**config.mk**
```make
export PLATFORM = sky130hd
export DESIGN_NAME = time_set_ctrl
export DESIGN_NICKNAME = d
export VERILOG_FILES = /design/src/rtl/time_pkg.sv /design/src/rtl/btn_cond.sv /design/src/rtl/time_set_ctrl.sv
export SDC_FILE = /design/constraint.sdc
export NUM_CORES = 1
export LEC_CHECK = 0
export CORE_AREA = 10 10 81 83
export DETAILED_ROUTE_END_ITERATION = 16
export DIE_AREA = 0 0 91 93
export PLACE_DENSITY_LB_ADDON = 0.05
export SETUP_SLACK_MARGIN = 0.4
export SLEW_MARGIN = 20
export SYNTH_ARGS = -nofsm -noshare
export SYNTH_HDL_FRONTEND = slang
export SYNTH_SLANG_ARGS = --single-unit
```
**constraint.sdc**
```tcl
create_clock -name CLK1K -period 1.9 [get_ports CLK1K]
set_clock_uncertainty 0.1 [all_clocks]
set_input_delay 0.38 -clock CLK1K [delete_from_list [all_inputs] [get_ports CLK1K]]
set_output_delay 0.38 -clock CLK1K [all_outputs]
set_load 0.01 [all_outputs]
```
**src/rtl/time_pkg.sv**
```systemverilog
// Shared types and helpers for the HH:MM:SS set controller.
// Latency: n/a (types, constants and a pure function only).
// Backpressure: n/a.
package time_pkg;

  // Controller modes; the encoding doubles as the FIELD code shown to the display
  typedef enum logic [1:0] {
    ST_RUN     = 2'd0,
    ST_SET_HR  = 2'd1,
    ST_SET_MIN = 2'd2,
    ST_SET_SEC = 2'd3
  } state_t;

  localparam logic [1:0] FLD_NONE = 2'd0;
  localparam logic [1:0] FLD_HR   = 2'd1;
  localparam logic [1:0] FLD_MIN  = 2'd2;
  localparam logic [1:0] FLD_SEC  = 2'd3;

  localparam logic [7:0] HR_MAX_DEF = 8'h23;
  localparam logic [7:0] MS_MAX_DEF = 8'h59;

  // Wrapping BCD increment; any non-BCD input is treated as corrupt and restarts at 00
  function automatic logic [7:0] bcd_inc(input logic [7:0] val, input logic [7:0] max_val);
    logic [3:0] hi;
    logic [3:0] lo;
    hi = val[7:4];
    lo = val[3:0];
    if ((val == max_val) || (hi > 4'd9) || (lo > 4'd9)) begin
      return 8'h00;
    end else if (lo == 4'd9) begin
      return {hi + 4'd1, 4'd0};
    end else begin
      return {hi, lo + 4'd1};
    end
  endfunction

endpackage

```
**src/rtl/btn_cond.sv**
```systemverilog
// Button conditioner: 2-FF synchronizer, optional debounce (TIME_SET_DEBOUNCE_EN), rising-edge pulse.
// Latency: PRESS rises 2 edges after the first edge sampling BTN high (+DEB_CYC with debounce).
// Backpressure: none; one registered single-cycle pulse per press, regardless of hold time.
module btn_cond
  #(
    parameter int unsigned DEB_CYC = 20
  )
  (
    input  logic CLK1K,
    input  logic RSTN,
    input  logic BTN,
    output logic PRESS
  );

  if ((DEB_CYC < 1) || (DEB_CYC > 255)) begin : g_deb_range
    $error("btn_cond: DEB_CYC must be in 1..255");
  end

  logic sync1;
  logic sync2;
  logic lvl;
  logic lvl_d;

  // Bring the asynchronous button into the CLK1K domain
  always_ff @(posedge CLK1K or negedge RSTN) begin
    if (!RSTN) begin
      sync1 <= 1'b0;
      sync2 <= 1'b0;
    end else begin
      sync1 <= BTN;
      sync2 <= sync1;
    end
  end

`ifdef TIME_SET_DEBOUNCE_EN
  logic [7:0] deb_cnt;
  logic       deb_lvl;

  // Accept a new level only after DEB_CYC consecutive samples disagree with the current one
  always_ff @(posedge CLK1K or negedge RSTN) begin
    if (!RSTN) begin
      deb_cnt <= 8'd0;
      deb_lvl <= 1'b0;
    end else if (sync2 == deb_lvl) begin
      deb_cnt <= 8'd0;
    end else if (deb_cnt == 8'(DEB_CYC - 1)) begin
      deb_cnt <= 8'd0;
      deb_lvl <= sync2;
    end else begin
      deb_cnt <= deb_cnt + 8'd1;
    end
  end

  assign lvl = deb_lvl;
`else
  assign lvl = sync2;
`endif

  // Registered rising-edge detect: one pulse per press
  always_ff @(posedge CLK1K or negedge RSTN) begin
    if (!RSTN) begin
      lvl_d <= 1'b0;
      PRESS <= 1'b0;
    end else begin
      lvl_d <= lvl;
      PRESS <= lvl & ~lvl_d;
    end
  end

endmodule

```
**src/rtl/time_set_ctrl.sv**
```systemverilog
// Mode/set controller for the HH:MM:SS BCD chain: 1 Hz SEC_EN in RUN, load strobes in SET modes.
// Latency: LOAD_x/SET_VAL rise 3 edges after BTN_INC is first sampled high (+DEB_CYC with TIME_SET_DEBOUNCE_EN).
// Backpressure: none; counters accept a load on any cycle, strobes are single-cycle.
module time_set_ctrl
  import time_pkg::*;
  #(
    parameter int unsigned TICK_DIV  = 1000,
    parameter int unsigned BLINK_DIV = 250,
    parameter logic [7:0]  HR_MAX    = HR_MAX_DEF,
    parameter logic [7:0]  MS_MAX    = MS_MAX_DEF,
    parameter int unsigned DEB_CYC   = 20
  )
  (
    input  logic       CLK1K,
    input  logic       RSTN,
    input  logic       BTN_MODE,
    input  logic       BTN_INC,
    input  logic [7:0] HR_BCD,
    input  logic [7:0] MIN_BCD,
    input  logic [7:0] SEC_BCD,
    output logic       SEC_EN,
    output logic       LOAD_HR,
    output logic       LOAD_MIN,
    output logic       LOAD_SEC,
    output logic [7:0] SET_VAL,
    output logic [1:0] FIELD,
    output logic       BLINK
  );

  if ((TICK_DIV < 2) || (TICK_DIV > 1023)) begin : g_tick_range
    $error("time_set_ctrl: TICK_DIV must be in 2..1023");
  end
  if ((BLINK_DIV < 2) || (BLINK_DIV > 255)) begin : g_blink_range
    $error("time_set_ctrl: BLINK_DIV must be in 2..255");
  end

  state_t     state;
  state_t     state_nxt;
  logic [9:0] presc;
  logic [7:0] blink_cnt;
  logic       mode_p;
  logic       inc_p;

  btn_cond #(.DEB_CYC(DEB_CYC)) u_btn_mode (
    .CLK1K (CLK1K),
    .RSTN  (RSTN),
    .BTN   (BTN_MODE),
    .PRESS (mode_p)
  );

  btn_cond #(.DEB_CYC(DEB_CYC)) u_btn_inc (
    .CLK1K (CLK1K),
    .RSTN  (RSTN),
    .BTN   (BTN_INC),
    .PRESS (inc_p)
  );

  // Fixed mode ring advanced by each MODE press
  always_comb begin
    state_nxt = ST_RUN;
    case (state)
      ST_RUN:     state_nxt = ST_SET_HR;
      ST_SET_HR:  state_nxt = ST_SET_MIN;
      ST_SET_MIN: state_nxt = ST_SET_SEC;
      default:    state_nxt = ST_RUN;
    endcase
  end

  // Mode register and blink phase; blink restarts from 0 on every mode change
  always_ff @(posedge CLK1K or negedge RSTN) begin
    if (!RSTN) begin
      state     <= ST_RUN;
      blink_cnt <= 8'd0;
      BLINK     <= 1'b0;
    end else if (mode_p) begin
      state     <= state_nxt;
      blink_cnt <= 8'd0;
      BLINK     <= 1'b0;
    end else if (state == ST_RUN) begin
      blink_cnt <= 8'd0;
      BLINK     <= 1'b0;
    end else if (blink_cnt == 8'(BLINK_DIV - 1)) begin
      blink_cnt <= 8'd0;
      BLINK     <= ~BLINK;
    end else begin
      blink_cnt <= blink_cnt + 8'd1;
    end
  end

  // Seconds prescaler: free-runs only while staying in RUN, so leaving SET restarts a full period
  always_ff @(posedge CLK1K or negedge RSTN) begin
    if (!RSTN) begin
      presc  <= 10'd0;
      SEC_EN <= 1'b0;
    end else if ((state == ST_RUN) && !mode_p) begin
      if (presc == 10'(TICK_DIV - 1)) begin
        presc  <= 10'd0;
        SEC_EN <= 1'b1;
      end else begin
        presc  <= presc + 10'd1;
        SEC_EN <= 1'b0;
      end
    end else begin
      presc  <= 10'd0;
      SEC_EN <= 1'b0;
    end
  end

  // INC in a SET mode loads the incremented field; a coincident MODE press drops the INC
  always_ff @(posedge CLK1K or negedge RSTN) begin
    if (!RSTN) begin
      LOAD_HR  <= 1'b0;
      LOAD_MIN <= 1'b0;
      LOAD_SEC <= 1'b0;
      SET_VAL  <= 8'h00;
    end else begin
      LOAD_HR  <= 1'b0;
      LOAD_MIN <= 1'b0;
      LOAD_SEC <= 1'b0;
      if (inc_p && !mode_p) begin
        case (state)
          ST_SET_HR: begin
            LOAD_HR <= 1'b1;
            SET_VAL <= bcd_inc(HR_BCD, HR_MAX);
          end
          ST_SET_MIN: begin
            LOAD_MIN <= 1'b1;
            SET_VAL  <= bcd_inc(MIN_BCD, MS_MAX);
          end
          ST_SET_SEC: begin
            LOAD_SEC <= 1'b1;
            SET_VAL  <= bcd_inc(SEC_BCD, MS_MAX);
          end
          default: begin
          end
        endcase
      end
    end
  end

  // Field indication follows the mode directly
  always_comb begin
    FIELD = FLD_NONE;
    case (state)
      ST_SET_HR:  FIELD = FLD_HR;
      ST_SET_MIN: FIELD = FLD_MIN;
      ST_SET_SEC: FIELD = FLD_SEC;
      default:    FIELD = FLD_NONE;
    endcase
  end

endmodule

```
==> results of run 1 <==
==> layout by cell type, fill, tap and decap left out, types with 7 or more instances in the layout <==
cell and instances:
buf_4 48, dfrtp_1 40, nor2_1 26, dlygate4sd2_1 22, xnor2_1 15, clkdlybuf4s50_1 15
nand3_1 11, nand2_1 10, ha_1 10, inv_1 8, nor3_1 8, xor2_1 8
o21ai_0 8, nor2_2 7
==> area by class of cell <==
cell class	instances	area, sq um	area share (%)
Timing Repair Buffer	93	791	21.4
Inverter	14	52.6	1.42
Tap cell	70	87.6	2.37
Multi-Input combinational cell	200	1630	44.1
Clock buffer	5	68.8	1.87
Clock inverter	2	35.0	0.950
Sequential cell	41	1030	27.8
==> metrics by stage <==
stage | hold WS, ns | setup slack (ns) | cell area [sq um]
finish | 0.252 | 0.0909 | 3690
floorplan | -0.0156 | 0.214 | 2560
CTS | 0.257 | 0.0428 | 3540
detailed placement | 0.238 | -0.417 | 3350
global route | 0.260 | 0.0427 | 3690
global placement | 0.234 | -0.407 | 3350
==> report_power, final <==
group / switching, mW / total, mW / internal [mW]
sequential: 0.116 / 1.15 / 1.04
clock: 0.287 / 0.668 / 0.382
combinational: 0.677 / 1.36 / 0.684
==> cells in the mapped netlist, types with 5 or more instances <==
cell,number
o21ai_0,9
nor3_1,9
a21boi_0,5
nand4_1,5
dfrtp_1,41
xnor2_1,15
ha_1,18
o211ai_1,6
xor2_1,8
o21a_1,5
nor2_1,36
inv_1,14
a31oi_1,5
nand3_1,12
nand2_1,11
==> registers in the layout (all words and copies together), names as in the netlist, 2 cells and up <==
| signal | cells |
|---|---|
| state | 2 |
| presc | 10 |
| SET_VAL | 8 |
| blink_cnt | 8 |
==> layer usage <==
layer	share of wire, %	wire length (um)
met5	0	0
met4	1.2	73
met3	3.9	241
met2	50	3080
met1	44	2710
==> what timing repair did <==
item | in CTS | in global routing
endpoints found under the hold margin | 41 | 0
hold buffers | 1 | 0
pin swaps | 19 | 17
setup buffers | 3 | 8
endpoints found under the setup margin | 39 | 26
gates resized for setup | 57 | 26
==> cell families (layout without fill, tap and decap cells) <==
logic type,after synthesis,in the layout,share of synthesized area [%]
AO/OA/AOI/OAI,48,48,14.0
XOR/XNOR,23,23,7.95
adder cells (fa/ha/maj),18,18,8.88
buffers and inverters,18,114,3.06
flip-flops,41,41,40.5
multiplexers,5,5,2.12
AND/OR/NAND/NOR,106,106,23.5
==> worst max-delay path by stage <==
stage | start | to | slack [ns] | cells past startpoint
2_1_floorplan | state[0] | SET_VAL[6] | 0.21 | 6
3_3_place_gp | SEC_BCD[4] | SET_VAL[1] | -0.41 | 6
3_5_place_dp | SEC_BCD[4] | SET_VAL[1] | -0.42 | 6
4_1_cts | state[1] | SET_VAL[6] | 0.04 | 5
5_1_grt | state[0] | FIELD[1] | 0.04 | 4
6_report | state[1] | SET_VAL[6] | 0.09 | 6
==> metrics.md, run 1 <==
| Metric | Value |
|---|---|
| H-tree Lvls | 2 |
| GR Util met3 | between 3 and 4% |
| Req. time, crit path | around 2.0 ns |
| Fin. max-slew vios | 0 |
| LEAKAGE | roughly 1.6 nW |
| EDFF count, synth | 0 |
| Vias in the first global route | approximately 2200 |
| Achievable Freq | 0.553 GHz |
| CTS clk-pin slew, worst paths | ~0.080 ns |
| Power Total | 3.18 mW |
| ANT nets after route | 0 |
| Crit path arrival time | 1.92 ns |
| Largest net degree at the start of global routing | 42 |
| Drt drc | 0 |
| Fin crit period | 1.81 ns |
| Starting Density | 50.6% |
| Fraction of registers with async set or reset after synthesis | between 90% and 100% |
| Gr usage total | 14.5% |
| Yosys reg bits | 41 |
| Estimated wirelength of the detail-placed design | 4540 um |
| CTS tree | built |
| FF-to-FF Start | state[1] |
| Placed Cells | 406 |
| Final Hold Vio Count | 0 |
| Clock Tree Buf Depth | 2 |
| Hold depth | 0 |
| Clk_lat worst skew | around 0.29 ns |
| Drt via density | 5.22 |
| CP cell instances | ha_2, or2_4, a211oi_4, buf_4, o211ai_1, a41oi_1 |
| Main flop type after synthesis | dfrtp_1 |
| Initial antenna violation count | 0 |
| Site row count | 26 |
| Non-filler instance count after layout | 425 |
| CP max stage cell | dfrtp_2 |
| Status | finished clean |
| Critical path peak fanout | 3 |
| Sequential area share after synthesis | 40.5% |
| Clock sink total | 41 |
| Mapped Area | 2530 sq um |
| Worst setup EP type | register |
| Pre-antenna DRT Iters | 4 |
| Yosys top cell area share | 40.5% |
| First-pass GRT wire length | 10200 um |
| Top Usage Layer GRT | met2 |
| Final Setup Violations | 0 |
| Max incr delay on CP | 0.44 ns |
| Final worst path period share | 95.2% |
| WL/cell | around 14 um |
| Worst hold start | u_btn_mode.sync1 |
| Max_cap viols | 0 |
| Max VDD drop | 0.610 mV |
| Setup repair after global routing missed its margin | yes |
| Layout Nets | about 400 |
| Chip height | roughly 93 um |
| Pwr dens | ~860 nW/um^2 |
| Total of warnings raised by yosys | 0 |
| IO Count | 43 |
| Detailed Route Iter0 Violations | 56 |
| Worst-Margin Slew | about 0.34 ns |
| Final core utilization | roughly three quarters |
| Core Area | 5010 sq um |
| Hold crit path type | reg -> reg |
| Delay-heaviest family, CP | compound AO/OA/AOI/OAI gates |
| Die footprint | around 8500 sq um |
| Average size of a mapped cell | 9.79 sq um |
| Die X-Extent | between 90 and 100 um |
| CTS Buf Count | 5 |
| Post-route setup TNS | 0 ns |
| Gr ovfl total | 0 |
| Cell taking the most area after synthesis | dfrtp_1 |
| Largest cells by area after synthesis | dfrtp_1 (40%), ha_1 (8.9%), nor2_1 (5.3%) |
| Worst R2R Setup Slack | 0.09 ns |
| RR Endpoint | SET_VAL[6] |
| Syn nets | 305 |
| Root buffer cell | clkbuf_8 |
| Startpoint Class | register |
| Count of unique library cells instantiated by Yosys | 50 |
| Antenna diodes | 0 |
| Met2 Resource Use GR | 25.1% |
| WHS Endpoint | u_btn_mode.lvl |
| Max_slew headroom | 77.0% |
| Gpl congestion | 0.843 |
| Setup CP Type | reg -> reg |
| Layout cells sized above 1 | 31.3% |
| Buf/Inv on CP | 1 |
| Area delta synth->final | 45.5% |
| PortBufs | 42 |
| Cells after Synth | 259 |
| Fill count | 399 |
| Total Wirelength | 6100 um |
| M1 GR Usage | 17.3% |
| Worst Reg-to-Reg Cells | 6 |
| Vias | between 2000 and 2500 |
No activity file was read; power rests on OpenSTA's default activity.
==> run 2, diff against run 1 <==
--- a/config.mk
+++ b/config.mk
@@ -8,6 +8,7 @@
 export CORE_AREA = 10 10 81 83
 export DETAILED_ROUTE_END_ITERATION = 16
 export DIE_AREA = 0 0 91 93
+export GPL_TIMING_DRIVEN = 0
 export PLACE_DENSITY_LB_ADDON = 0.05
 export SETUP_SLACK_MARGIN = 0.4
 export SLEW_MARGIN = 20
==> run 2 against run 1 <==
Global-route usage down 0.74 points. Sequential share of layout area increased by 0.91 points. Critical path depth fell by 2. First-iteration DRC count grew 52%. Worst setup slack lost 0.040 ns. Via count fell by 3.5%. Non-clock buffer count fell by 21. Die area did not move. Count of clock-buffer cells in the layout grew 2. Clock power down 6.1%. Critical endpoint is now FIELD[1]. Largest power group unchanged.
==> metrics.md, run 2 (synthesis gave the netlist of run 1 again) <==
| Metric | Value |
|---|---|
| Status | finished clean (unchanged) |
| PortBufs | 42 (unchanged) |
| Pwr dens | 924 nW/um^2 (was 863 nW/um^2) |
| Drt via density | 5.29 (was 5.22) |
| Drt drc | 0 (unchanged) |
| Req. time, crit path | 1.42 ns (was 2.01 ns) |
| Total area of sequential cells | 1030 sq um (about the same) |
| Gpl congestion | 0.848 (was 0.843) |
| Max_slew headroom | 71.7% (was 77.0%) |
| Die footprint | 8460 sq um (unchanged) |
| Site row count | 26 (unchanged) |
| WHS Endpoint | u_btn_inc.lvl (was u_btn_mode.lvl) |
| Switching Fraction | 35.2% (was 33.9%) |
| Max reg flops | 10 (unchanged) |
| Worst hold start | u_btn_inc.sync1 (was u_btn_mode.sync1) |
| Fin. max-slew vios | 0 (unchanged) |
| Sequential share of power | 35.4% (was 36.3%) |
| Achievable Freq | 0.541 GHz (was 0.553 GHz) |
| Post-route cell area | 3580 sq um (was 3690 sq um) |
| Post-place setup slack | -0.584 ns (was -0.417 ns) |
| Largest net degree at the start of global routing | 26 (was 42) |
| Antenna diodes | 0 (unchanged) |
| Initial antenna violation count | 0 (unchanged) |
| Detailed Route Iter0 Violations | 85 (was 56) |
| Pre-antenna DRT Iters | 4 (unchanged) |
| Commonest non-fill, non-tap cells in the layout | dfrtp_1 (39), nor2_1 (22), buf_4 (20), dlygate4sd2_1 (19), xnor2_1 (15) (was buf_4 (48), dfrtp_1 (40), nor2_1 (26), dlygate4sd2_1 (22)) |
| Max incr delay on CP | 0.43 ns (was 0.44 ns) |
| Max VDD drop | 0.708 mV (was 0.610 mV) |
| RR Endpoint | SET_VAL[7] (was SET_VAL[6]) |
| Starting Density | 50.6% (unchanged) |
| H-tree Lvls | 2 (unchanged) |
| Footprint of the multi-input gates | 1660 sq um (was 1630 sq um) |
| CTS tree | built (unchanged) |
| Placed Area | 3090 sq um (was 3350 sq um) |
| Logic pwr share | 45.6% (was 42.8%) |
| Max_cap viols | 0 (unchanged) |
| Worst-Margin Slew | 0.425 ns (was 0.344 ns) |
| Buf/Inv on CP | 2 (was 1) |
| Crit-path most repeated cell | buf_6 |
| First-pass GRT wire length | 9890 um (was 10200 um) |
| CTS clk-pin slew, worst paths | 0.08 ns (about the same) |
| LEAKAGE | 1.51 nW (was 1.59 nW) |
| Final worst path period share | 97.3% (was 95.2%) |
| Post-route setup TNS | 0 ns (unchanged) |
| Estimated wirelength of the detail-placed design | 4220 um (was 4540 um) |
| IO Count | 43 (unchanged) |
| Psw | 1.16 mW (was 1.08 mW) |
| Startpoint Class | register (unchanged) |
| Worst setup EP type | output pin (was register) |
| Final Setup Violations | 0 (unchanged) |
| Biggest register | presc (unchanged) |
| Setup repair after global routing missed its margin | yes (unchanged) |
| Crit path arrival time | 1.37 ns (was 1.92 ns) |
| ANT nets after route | 0 (unchanged) |
| Clock Tree Buf Depth | 2 (unchanged) |
| Most common cell after layout, fill and taps aside | dfrtp_1 (was buf_4) |
| Core Area | 5010 sq um (unchanged) |
| Gr ovfl total | 0 (unchanged) |
| Root buffer cell | clkbuf_8 (unchanged) |
| Worst Reg-to-Reg Cells | 7 (was 6) |
| Layout cells sized above 1 | 29.0% (was 31.3%) |
| Gr usage total | 13.8% (was 14.5%) |
| Biggest regs | presc x10, SET_VAL x8, blink_cnt x8 (unchanged) |
| Fill count | 391 (was 399) |
| Clk_lat worst skew | 0.28 ns (was 0.29 ns) |
| CP max stage cell | dfrtp_2 (unchanged) |
| CTS Buf Count | 5 (unchanged) |
| Die X-Extent | 91 um (unchanged) |
| Total Wirelength | 6020 um (was 6100 um) |
| CP cell instances | buf_6, ha_4, or2_4, buf_6 (was ha_2, or2_4, a211oi_4, buf_4, o211ai_1, a41oi_1) |
| Final Hold Vio Count | 0 (unchanged) |
| Vias | 2143 (was 2220) |
| Stages on worst setup path | 4 (was 6) |
| FF-to-FF Start | state[0] (was state[1]) |
| Hold crit path type | reg -> reg (unchanged) |
| Fin crit period | 1.85 ns (was 1.81 ns) |
| Post-route setup slack | 0.0512 ns (was 0.0909 ns) |
| Critical path peak fanout | 4 (was 3) |
| Setup CP Type | reg -> out (was reg -> reg) |
| Area delta synth->final | 41.1% (was 45.5%) |
| Vias in the first global route | 2140 (was 2160) |
| Delay-heaviest family, CP | flip-flops (was compound AO/OA/AOI/OAI gates) |
| Worst R2R Setup Slack | 0.10 ns (was 0.09 ns) |
| Layout Nets | 380 (was 401) |
| WL/cell | 14.9 um (was 14.4 um) |
| Chip height | 93 um (unchanged) |
| Clk pwr share | 19.0% (was 21.0%) |
| Clock sink total | 41 (unchanged) |
| Pint | 2.14 mW (was 2.10 mW) |
| Hold depth | 0 (unchanged) |
run 2: changes by cell type in the layout (fill, tap and decap cells not counted), moves of 3 or more:
cell,before,now
buf_2,2,5
buf_4,48,20
buf_6,2,5
clkbuf_2,0,5
clkdlybuf4s50_1,15,10
dlygate4sd2_1,22,19
ha_2,6,2
ha_4,2,5
inv_2,6,3
nor2_1,26,22
nor2_4,3,9
run 2: timing repair:
action                     4_1_cts  5_1_grt
buffers inserted                19        5
hold buffers                     1        0
hold endpoints to repair        16        0
resized for setup               71       48
pin swaps                       28       10
setup endpoints to repair       39       27
run 2: area by class of cell:
| type | count | area share, % |
|---|---|---|
| multi-input cells | 200 | 46.5 |
| flip-flops and latches | 41 | 28.8 |
| repair buffers | 68 | 16.6 |
| clock buffers | 7 | 2.69 |
| well taps | 70 | 2.45 |
| inverters | 14 | 1.54 |
| plain buffers | 4 | 1.26 |
| clock inverters | 1 | 0.245 |
run 2: worst reg2reg max path, delay by kind of cell, from the launching register on:
family,cells,cell delay (ns)
AOI/OAI and AO/OA,3,0.50
DFF,1,0.43
adders and majority gates,1,0.16
buffers and inverters,2,0.28
and+or+nand+nor,1,0.25
run 2: metrics by stage:
stage / util [%] / instances / hold slack (ns) / total power, mW
after detailed placement: 61.6 / 372 / 0.240 / 2.31
after floorplan: - / 259 / -0.0156 / 1.79
after CTS: 68.4 / 400 / 0.258 / 3.08
after global routing: 71.4 / 405 / 0.261 / 3.54
after global placement: 61.3 / 371 / 0.236 / 2.28
final: 71.4 / 405 / 0.256 / 3.31
run 2: how the worst max path moves through the flow:
stage	start	slack [ns]	to
detailed placement	SEC_BCD[4]	-0.58	SET_VAL[6]
global placement	RSTN	-0.74	u_btn_mode.lvl
floorplan	state[0]	0.21	SET_VAL[6]
finish	state[0]	0.05	FIELD[1]
global route	state[0]	-0.0002	SET_VAL[7]
CTS	state[0]	0.03	FIELD[1]
run 2: layer usage:
layer	GRT usage, %	vias to the layer above	wire length (um)	part of all wire (%)
li1	-	1069	-	-
met1	17.1	1024	2740	45
met2	24.2	44	3020	50
met3	2.72	6	188	3.1
met4	3.26	0	74	1.2
met5	0	-	0	0
run 2: power groups by stage:
| stage | Clock (mW) | Combinational (mW) | Sequential (mW) |
|---|---|---|---|
| final | 0.627 | 1.51 | 1.17 |
| after detailed placement | 0 | 1.13 | 1.18 |
| after global placement | 0 | 1.11 | 1.17 |
| after global routing | 0.681 | 1.66 | 1.20 |
| after floorplan | 0 | 0.593 | 1.20 |
| after CTS | 0.642 | 1.27 | 1.16 |
==> run 3, diff against run 2 <==
--- a/config.mk
+++ b/config.mk
@@ -6,6 +6,7 @@
 export NUM_CORES = 1
 export LEC_CHECK = 0
 export CORE_AREA = 10 10 81 83
+export CTS_CLUSTER_DIAMETER = 100
 export DETAILED_ROUTE_END_ITERATION = 16
 export DIE_AREA = 0 0 91 93
 export GPL_TIMING_DRIVEN = 0
==> results of run 3 <==
Final layout, timing and power as in run 2 (identical DEF).
